`src/rtl/key_schedule_engine.sv`:
```
// key_schedule_engine: AES (FIPS-197) key expansion for 128/192/256-bit keys.
// One 32-bit expanded word is produced per cycle from a sliding window of the
// last eight words; words are packed four at a time into a round key that is
// offered on a valid/ready handshake.
// Ports:
//   clk_i, rst_i        clock, synchronous active-high reset
//   start_i             begin expansion (sampled in IDLE only)
//   key_len_i           00=128, 01=192, 10=256, 11=illegal
//   key_in_i            MSB-aligned cipher key
//   busy_o              expansion in progress
//   rk_valid_o/rk_ready_i  round key handshake
//   rk_data_o, rk_idx_o round key (w[4r] in [127:96]) and round number r
//   done_o              pulse after the final round key is accepted
//   err_o               pulse after a start with an unsupported key length

// aes_sbox: combinational AES S-box (GF(2^8) inverse followed by affine map).
module aes_sbox (
    input  logic [7:0] data_i,
    output logic [7:0] data_o
);
    function automatic logic [7:0] gf_mul(input logic [7:0] a, input logic [7:0] b);
        logic [7:0] p;
        logic [7:0] x;
        p = 8'h00;
        x = a;
        for (int k = 0; k < 8; k++) begin
            if (b[k]) p = p ^ x;
            x = {x[6:0], 1'b0} ^ (x[7] ? 8'h1b : 8'h00);
        end
        return p;
    endfunction

    logic [7:0] inv;
    logic [7:0] sq;

    // Inverse as x^254 = x^2 * x^4 * ... * x^128 (maps 0 to 0).
    always_comb begin
        sq  = data_i;
        inv = 8'h01;
        for (int k = 1; k < 8; k++) begin
            sq  = gf_mul(sq, sq);
            inv = gf_mul(inv, sq);
        end
        data_o = inv ^ {inv[6:0], inv[7]} ^ {inv[5:0], inv[7:6]}
               ^ {inv[4:0], inv[7:5]} ^ {inv[3:0], inv[7:4]} ^ 8'h63;
    end
endmodule

module key_schedule_engine #(
    parameter int unsigned MAX_KEY_BITS = 256,
    parameter bit          SKIP_RK0     = 1'b0
) (
    input  logic         clk_i,
    input  logic         rst_i,
    input  logic         start_i,
    input  logic [1:0]   key_len_i,
    input  logic [255:0] key_in_i,
    output logic         busy_o,
    output logic         rk_valid_o,
    input  logic         rk_ready_i,
    output logic [127:0] rk_data_o,
    output logic [3:0]   rk_idx_o,
    output logic         done_o,
    output logic         err_o
);
    localparam int unsigned WORD_W = 32;
    localparam int unsigned RK_W   = 128;

    typedef enum logic [1:0] {S_IDLE, S_EXPAND, S_FLUSH} state_t;

    state_t              state_q, state_d;
    logic [WORD_W-1:0]   key_q [8];
    logic [WORD_W-1:0]   key_d [8];
    logic [WORD_W-1:0]   win_q [8];
    logic [WORD_W-1:0]   win_d [8];
    logic [3*WORD_W-1:0] asm_q, asm_d;
    logic [1:0]          klen_q, klen_d;
    logic [5:0]          wcnt_q, wcnt_d;
    logic [2:0]          mcnt_q, mcnt_d;
    logic [7:0]          rcon_q, rcon_d;
    logic                busy_q, busy_d;
    logic                rk_valid_q, rk_valid_d;
    logic [RK_W-1:0]     rk_data_q, rk_data_d;
    logic [3:0]          rk_idx_q, rk_idx_d;
    logic                done_q, done_d;
    logic                err_q, err_d;

    logic [3:0]          nk;
    logic [5:0]          last_idx;
    logic [WORD_W-1:0]   prev_w, far_w, sb_in, sb_out, t_word, w_new;
    logic                len_legal;

    // Nk = 4/6/8; index of the final word is 43/51/59.
    assign nk       = 4'd4 + {1'b0, klen_q, 1'b0};
    assign last_idx = 6'd43 + 6'({klen_q, 3'b000});
    assign prev_w   = win_q[0];
    assign far_w    = win_q[3'(nk - 4'd1)];
    assign len_legal = (key_len_i != 2'b11) &&
                       ((32'd128 + 32'd64 * 32'(key_len_i)) <= 32'(MAX_KEY_BITS));

    // RotWord only on the Nk boundary; the same S-box bank serves the Nk==8 i%8==4 case.
    assign sb_in = (mcnt_q == 3'd0) ? {prev_w[23:0], prev_w[31:24]} : prev_w;

    for (genvar b = 0; b < 4; b++) begin : g_sbox
        aes_sbox u_sbox (
            .data_i (sb_in[8*b +: 8]),
            .data_o (sb_out[8*b +: 8])
        );
    end

    always_comb begin
        if (mcnt_q == 3'd0)                     t_word = sb_out ^ {rcon_q, 24'h0};
        else if (nk == 4'd8 && mcnt_q == 3'd4)  t_word = sb_out;
        else                                    t_word = prev_w;
        w_new = (wcnt_q < 6'(nk)) ? key_q[wcnt_q[2:0]] : (far_w ^ t_word);
    end

    // Next-state and output logic.
    always_comb begin
        logic group_end;
        logic emit;
        logic stall;

        state_d    = state_q;
        key_d      = key_q;
        win_d      = win_q;
        asm_d      = asm_q;
        klen_d     = klen_q;
        wcnt_d     = wcnt_q;
        mcnt_d     = mcnt_q;
        rcon_d     = rcon_q;
        busy_d     = busy_q;
        rk_valid_d = rk_valid_q;
        rk_data_d  = rk_data_q;
        rk_idx_d   = rk_idx_q;
        done_d     = 1'b0;
        err_d      = 1'b0;
        group_end  = (wcnt_q[1:0] == 2'b11);
        emit       = !(SKIP_RK0 && wcnt_q[5:2] == 4'd0);
        stall      = group_end && emit && rk_valid_q && !rk_ready_i;

        case (state_q)
            S_IDLE: begin
                if (start_i) begin
                    if (len_legal) begin
                        state_d = S_EXPAND;
                        busy_d  = 1'b1;
                        klen_d  = key_len_i;
                        wcnt_d  = 6'd0;
                        mcnt_d  = 3'd0;
                        rcon_d  = 8'h01;
                        for (int k = 0; k < 8; k++) key_d[k] = key_in_i[255-32*k -: 32];
                    end else begin
                        err_d = 1'b1;
                    end
                end
            end
            S_EXPAND: begin
                if (rk_valid_q && rk_ready_i) rk_valid_d = 1'b0;
                if (!stall) begin
                    win_d[0] = w_new;
                    for (int k = 1; k < 8; k++) win_d[k] = win_q[k-1];
                    if (!group_end) begin
                        asm_d = {asm_q[2*WORD_W-1:0], w_new};
                    end else if (emit) begin
                        rk_data_d  = {asm_q, w_new};
                        rk_idx_d   = wcnt_q[5:2];
                        rk_valid_d = 1'b1;
                    end
                    if (wcnt_q >= 6'(nk) && mcnt_q == 3'd0)
                        rcon_d = {rcon_q[6:0], 1'b0} ^ (rcon_q[7] ? 8'h1b : 8'h00);
                    mcnt_d = (mcnt_q == 3'(nk - 4'd1)) ? 3'd0 : mcnt_q + 3'd1;
                    wcnt_d = wcnt_q + 6'd1;
                    if (wcnt_q == last_idx) state_d = S_FLUSH;
                end
            end
            S_FLUSH: begin
                if (rk_valid_q && rk_ready_i) begin
                    rk_valid_d = 1'b0;
                    done_d     = 1'b1;
                    busy_d     = 1'b0;
                    state_d    = S_IDLE;
                end
            end
            default: state_d = S_IDLE;
        endcase
    end

    // State and output registers.
    always_ff @(posedge clk_i) begin
        if (rst_i) begin
            state_q    <= S_IDLE;
            for (int k = 0; k < 8; k++) begin
                key_q[k] <= '0;
                win_q[k] <= '0;
            end
            asm_q      <= '0;
            klen_q     <= 2'd0;
            wcnt_q     <= 6'd0;
            mcnt_q     <= 3'd0;
            rcon_q     <= 8'h01;
            busy_q     <= 1'b0;
            rk_valid_q <= 1'b0;
            rk_data_q  <= '0;
            rk_idx_q   <= 4'd0;
            done_q     <= 1'b0;
            err_q      <= 1'b0;
        end else begin
            state_q    <= state_d;
            key_q      <= key_d;
            win_q      <= win_d;
            asm_q      <= asm_d;
            klen_q     <= klen_d;
            wcnt_q     <= wcnt_d;
            mcnt_q     <= mcnt_d;
            rcon_q     <= rcon_d;
            busy_q     <= busy_d;
            rk_valid_q <= rk_valid_d;
            rk_data_q  <= rk_data_d;
            rk_idx_q   <= rk_idx_d;
            done_q     <= done_d;
            err_q      <= err_d;
        end
    end

    assign busy_o     = busy_q;
    assign rk_valid_o = rk_valid_q;
    assign rk_data_o  = rk_data_q;
    assign rk_idx_o   = rk_idx_q;
    assign done_o     = done_q;
    assign err_o      = err_q;
endmodule

```
`config.mk`:
```
export PLATFORM = sky130hd
export DESIGN_NAME = key_schedule_engine
export DESIGN_NICKNAME = d
export VERILOG_FILES = /design/src/rtl/key_schedule_engine.sv
export SDC_FILE = /design/constraint.sdc
export NUM_CORES = 2
export LEC_CHECK = 0
export BUFFER_PORTS_ARGS = -buffer_cell sky130_fd_sc_hd__clkbuf_2
export CAP_MARGIN = 25
export CORE_MARGIN = 2
export CORE_UTILIZATION = 35
export DETAILED_ROUTE_END_ITERATION = 7
export SLEW_MARGIN = 20
export SYNTH_ARGS = -nofsm -noshare
export SYNTH_HDL_FRONTEND = slang
export SYNTH_HIERARCHICAL = 1
export SYNTH_SLANG_ARGS = --single-unit
```
`constraint.sdc`:
```
create_clock -name clk_i -period 40.7 [get_ports clk_i]
set_input_delay 12.21 -clock clk_i [delete_from_list [all_inputs] [get_ports clk_i]]
set_output_delay 12.21 -clock clk_i [all_outputs]
set_load 0.03 [all_outputs]
```
# Word level (Yosys, flattened, before mapping)
# Index checks and enable logic that the tools add are counted.
dict set report totals {
  ff_bits 765
  output_inout_bits 136
  wordCells 1714
}
dict set report classes {
  n_addsub 6
  order_cmp 5
  n_eq_ne 14
  n_mux 853
  n_bitwise 786
  reduce_logical 22
}
# cell count
set op_table {}
lappend op_table {{$xor A8 B8 Y8} 744}
lappend op_table {{$mux W8} 424}
lappend op_table {{$mux W5} 369}
lappend op_table {{$mux W32} 8}
lappend op_table {{$bmux W32 S3} 2}
lappend op_table {{$xor A32 B32 Y32} 2}
lappend op_table {{$mux W6} 7}
lappend op_table {{$mux W7} 4}
lappend op_table {{$not A1 Y1 const A} 28}
lappend op_table {{$mux W3} 8}
lappend op_table {{$mux W2} 9}
lappend op_table {{$mux W4} 4}
lappend op_table {{$not A4 Y4} 4}
lappend op_table {{$pmux W8 S2} 1}
lappend op_table {{$ne A2 B2 Y1 const B} 7}
lappend op_table {{$mux W1} 12}
lappend op_table {{$pmux W6 S2} 1}
lappend op_table {{$reduce_and A5 Y1} 2}
lappend op_table {{$add A8 B8 Y9 const A} 1}
lappend op_table {{$le A9 B9 Y1 const B} 1}
lappend op_table {{$reduce_and A3 Y1} 3}
lappend op_table {{$ge A4 B4 Y1 const B} 2}
lappend op_table {{$not A3 Y4} 2}
lappend op_table {{$reduce_and A4 Y1} 2}
lappend op_table {{other kinds (26)} 39}

# Longest topological paths before layout
dict set report logic_depth {
  depth_word 138
  mapped_depth 71
}

# Modules after synthesis
# Netlist, hierarchy kept.
# module instances cells_each area_per_inst_um2
set modules_own_cells {}
lappend modules_own_cells {aes_sbox 4 1942 15220.8}
lappend modules_own_cells {key_schedule_engine 1 3795 30908.4}

# Worst setup path before layout
# No wires, ideal clock.
dict set report synth_timing {
  path_type {register to register}
  start {reg mcnt_q[0]}
  end {reg win_q (netlist bit prev_w[24])}
  setup_ns 0.137
  arrival_ns 16.705
  required_ns 40.563
  slack_ns 23.857
  stages_incl_launch_ff 68
  synth_period_minus_slack_ns 16.843
  path_cell_list {dfxtp_1 inv_1 ha_1 clkbuf_1 nand2b_1 buf_2 buf_1 mux2_2 ha_1 nand2_1 xor2_1 inv_2 buf_1 clkbuf_1 ha_1 buf_1 nand2_1 xor2_1 [... 32 more ...] a311o_1 o211a_1 a21oi_1 xnor2_4 inv_2 xnor2_2 xor2_2 nor2_1 xnor3_1 xnor2_1 xnor3_1 xnor3_1 xnor2_1 xor2_1 o22ai_1 or3_1 a31oi_1 a211oi_1}
}
dict set report synth_between {
  elab_chain_len 135
  word_cells_on_any_way 399
  cone_classes {eq/ne: 1; mux: 207; bitwise: 189; reduce/logical: 2}
}
# element line_no
set synth_rtl {}
lappend synth_rtl {{from (decl)} 79} ;# logic [2:0] mcnt_q, mcnt_d;
lappend synth_rtl {{from (signal assigned)} 215} ;# mcnt_q <= mcnt_d;
lappend synth_rtl {{$logic_not A3 Y1 *} 102} ;# assign sb_in = (mcnt_q == 3'd0) ? {prev_w[23:0], prev_w[31:24]} : prev_w;
lappend synth_rtl {{$mux W32 *} 102}
lappend synth_rtl {{net sb_in[24]} 90} ;# logic [WORD_W-1:0] prev_w, far_w, sb_in, sb_out, t_word, w_new;
lappend synth_rtl {{$mux W8} 27} ;# if (b[k]) p = p ^ x;
lappend synth_rtl {{$xor A8 B8 Y8} 27}
lappend synth_rtl {{$mux W8} 27}
lappend synth_rtl {{$xor A8 B8 Y8} 27}
lappend synth_rtl {{$mux W8} 27}
lappend synth_rtl {{[... 121 more ...]} --}
lappend synth_rtl {{$xor A8 B8 Y8} 45} ;# ^ {inv[4:0], inv[7:5]} ^ {inv[3:0], inv[7:4]} ^ 8'h63;
lappend synth_rtl {{$xor A8 B8 Y8 *} 45}
lappend synth_rtl {{$not A4 Y4 (no source line) *} --}
lappend synth_rtl {{net sb_out[24]} 90}
lappend synth_rtl {{$mux W32 / $xor A32 B32 Y32 (equally long branches)} {113, 112}}
lappend synth_rtl {{$mux W32 *} 112} ;# if (mcnt_q == 3'd0) t_word = sb_out ^ {rcon_q, 24'h0};
lappend synth_rtl {{$xor A32 B32 Y32 *} 115} ;# w_new = (wcnt_q < 6'(nk)) ? key_q[wcnt_q[2:0]] : (far_w ^ t_word);
lappend synth_rtl {{$mux W32 *} 115}
lappend synth_rtl {{to (signal assigned)} 211} ;# win_q <= win_d;
lappend synth_rtl {{to (decl)} 74} ;# logic [WORD_W-1:0] win_q [8];
# Mark *: on every way through the listed nets, which the timed path passes. The rest lies on a longest branch.
# A chain may end at the register's enable or synchronous reset.

# Worst setup path in the final report
dict set report layout_timing {
  start {reg mcnt_q[0]}
  end {reg asm_q[9]}
}
dict set report layout_between {
  elab_chain_len 135
  word_cells_on_any_way 399
  cone_classes {eq/ne: 1; mux: 207; bitwise: 189; reduce/logical: 2}
}
# element line_no
set layout_rtl {}
lappend layout_rtl {{$logic_not A3 Y1 *} 102}
lappend layout_rtl {{$mux W32 *} 102}
lappend layout_rtl {{net sb_in[15]} 90}
lappend layout_rtl {{$mux W5 / $mux W8 (equally long branches)} {28, 27}}
lappend layout_rtl {{$xor A8 B8 Y8, on equally long branches} {28, 27}}
lappend layout_rtl {{$xor A8 B8 Y8 / $mux W8 (equally long branches)} 27}
lappend layout_rtl {{$mux W8 / $xor A8 B8 Y8 (equally long branches)} 27}
lappend layout_rtl {{$xor A8 B8 Y8 / $mux W8 (equally long branches)} 27}
lappend layout_rtl {{[... 121 more ...]} --}
lappend layout_rtl {{$xor A8 B8 Y8} 45}
lappend layout_rtl {{$xor A8 B8 Y8 *} 45}
lappend layout_rtl {{$not A4 Y4 (no source line) *} --}
lappend layout_rtl {{net sb_out[9]} 90}
lappend layout_rtl {{$mux W32 / $xor A32 B32 Y32 (equally long branches)} {113, 112}}
lappend layout_rtl {{$mux W32 *} 112}
lappend layout_rtl {{$xor A32 B32 Y32 *} 115}
lappend layout_rtl {{$mux W32 *} 115}
lappend layout_rtl {{to (signal assigned)} 212} ;# asm_q <= asm_d;
lappend layout_rtl {{to (decl)} 76} ;# logic [3*WORD_W-1:0] asm_q, asm_d;
# Marks and branches as above.

==> out/summary.txt <==
sequential-to-total area share from yosys stat: 16.68%
fin crit share: 50.13%
die width: 516.1 um
relative max-transition margin: 20.08%
final hold violations: 0
first-pass GRT wire length: 455800 um
WP data arrival: 20.95 ns
largest net degree at the start of global routing: 204
Synth Area in Adders: 0.5752%
gate count of the mapped netlist: 11563
DRT iter0 DRCs: 7046
gr usage total: 21.32%
Top FF cell, synth: dfxtp_1
CTS tree: done
worst-margin pin slew: 1.189 ns
CTS Buf Count: 88
Rows: 188
vias: 81468
CP Max Fanout: 63
Starting Density: 35.09%
Max-cap violations: 0
Tightest Hold Check Type: reg -> reg
DP HPWL: 212600 um
mapped cell area: 91790 um2
most common cell in the netlist: nand2_1
multiplexer share of the synthesized area: 6.205%
WL final: 295100 um
vias in the first global route: 75077
Synth Area in Compound Gates: 16.79%
crit path time final: 20.40 ns
Seq. cell area: 15320 um2
drt first pass iters: 6
share of layout cells above drive strength 1: 14.27%
IO Port Bufs: 397
Synthesized Nets: 11864
Routed wire per std cell: 19.55 um
Remaining DRCs: 0
IO Count: 398
layout net count: 11802
critical path class: reg -> reg
WP data required: 41.25 ns
Gates resized, CTS repair: 0
Avg Cell Area, Syn: 7.938 um2
Hold-fix buffers, CTS: 0
initial antenna violation count: 17
Distinct cells, synth: 122
top cells by count, synth: 2099 x nand2_1, 1398 x xnor2_1, 1222 x nor2_1
FMAX: 0.04901 GHz
number of setup violations in the final report: 0
Core Box Area: 261600 um2
fill cell count: 27201
Worst path max stage delay: 0.85 ns
Clock Skew: 0.07470 ns
H-tree Lvls: 3
hold_sp: win_q[39]
EDFF count, synth: 0
crit start category: flip-flop
Avg Vias per Cell: 5.397
Fin Setup TNS: 0 ns
Root Buffer: clkbuf_16
Critical-path top delay cell: xnor3_1
Worst-path clk slew: 0.06 ns
YS warnings: 6
R2R Path Start: mcnt_q[0]
post-synthesis async set-or-reset flop share: 0%
Final Max Slew Viols: 0
DRT antenna net count: 0
#FFs+latches synth: 765
Worst Setup SP: mcnt_q[0]
Die ar.: 266400 um2
simple-gate portion of the synthesized area: 21.04%
Worst-Skew Late Latency: 0.78 ns
die height: 516.1 um
Layout area overhead: 9.326%
status: finished, final reports clean
unrepaired setup endpoints after global routing: no
Synth top area share: 16.68%
GRT overflow: 0
GP Congestion: 0.8852
clk buf depth: 3
Synth Area in XOR/XNOR: 34.07%
Synth area leaders: dfxtp_1 17%, xnor2_1 13%, xnor3_1 8.7%, nand2_1 8.6%, a21oi_1 5.3%
Post-CTS Setup Inserts: 0
Worst setup EP type: flip-flop
Multi-input gate area: 72860 um2
largest family of logic cells by synthesized area: XOR/XNOR gates
total clock sinks: 765
critical path's most frequent cell: xnor3_1
area leader, netlist: dfxtp_1
-- state kept, by name, summed over array words and instances (netlist names) --
name        cells
asm_q          96
busy_o          1
done_o          1
err_o           1
key_q         256
klen_q          2
mcnt_q          3
prev_w         32
rcon_q          8
rk_data_o     128
rk_idx_o        4
rk_valid_o      1
state_q         2
wcnt_q          6
win_q         224
-- cells by family after synthesis --
family          Yosys count
simple gates           4438
xor+xnor               2511
compound gates         2395
buf+inv                 946
flops                   765
mux                     465
fa+ha+maj                43
-- routing by layer --
metal | vias to the layer above | track usage [%] | share of wire, %
li1 | 39778 | - | -
met1 | 38784 | 29.18 | 45
met2 | 2500 | 34.55 | 46
met3 | 382 | 2.981 | 6.1
met4 | 24 | 6.487 | 3.2
met5 | - | 0 | 0.055
-- worst max-delay path: cells and delay by family, from the launching register on --
kind	cells	cell delay, ns
mux	2	0.87
flops	1	0.39
fa+ha+maj	4	1.81
buf+inv	6	1.90
compound gates	7	1.69
xor+xnor	27	10.69
simple gates	12	2.74
-- worst paths after layout --
kind	slack (ns)	endpoint	cells past startpoint
hold reg to reg	0.39	win_q[7]	2
setup reg to reg	20.30	asm_q[9]	58
setup / recovery	20.30	asm_q[9]	58
hold / removal	0.39	win_q[7]	2
-- layout by cell type (no fill, tap or decap), drive strengths merged, types with 99 or more instances in the layout --
master	instances
nand2b	102
mux2i	265
a211oi	150
inv	99
nor2	1246
a21oi	988
o21ai	331
mux2	141
nand2	2103
nand3	199
xnor2	1618
nor3	229
xor2	433
buf	296
o22ai	150
dfxtp	765
xnor3	400
clkbuf	524
-- layout make-up --
type | instances | share of cell area [%]
Multi-Input combinational cell | 9852 | 72.61
Sequential cell | 765 | 15.27
Antenna cell | 6 | 0.01496
Clock inverter | 37 | 0.5573
Tap cell | 3515 | 4.383
Inverter | 99 | 0.3703
Timing Repair Buffer | 695 | 4.275
Clock buffer | 125 | 2.522
-- per-stage QoR --
stage	std cells	hold WS [ns]	util, %	cell area, um2	setup WS (ns)
global placement	14913	0.4375	37.12	97090	20.69
CTS	15080	0.3853	38.32	100200	20.34
detailed placement	14918	0.4421	37.14	97140	20.43
global route	15089	0.4089	38.36	100300	18.88
floorplan	11563	0.4320	-	91790	23.86
finish	15094	0.3910	38.37	100400	20.30
Power is left out: the tool's default activity adds up to more than one toggle a clock period on the data nets, which glitch-free logic cannot reach.
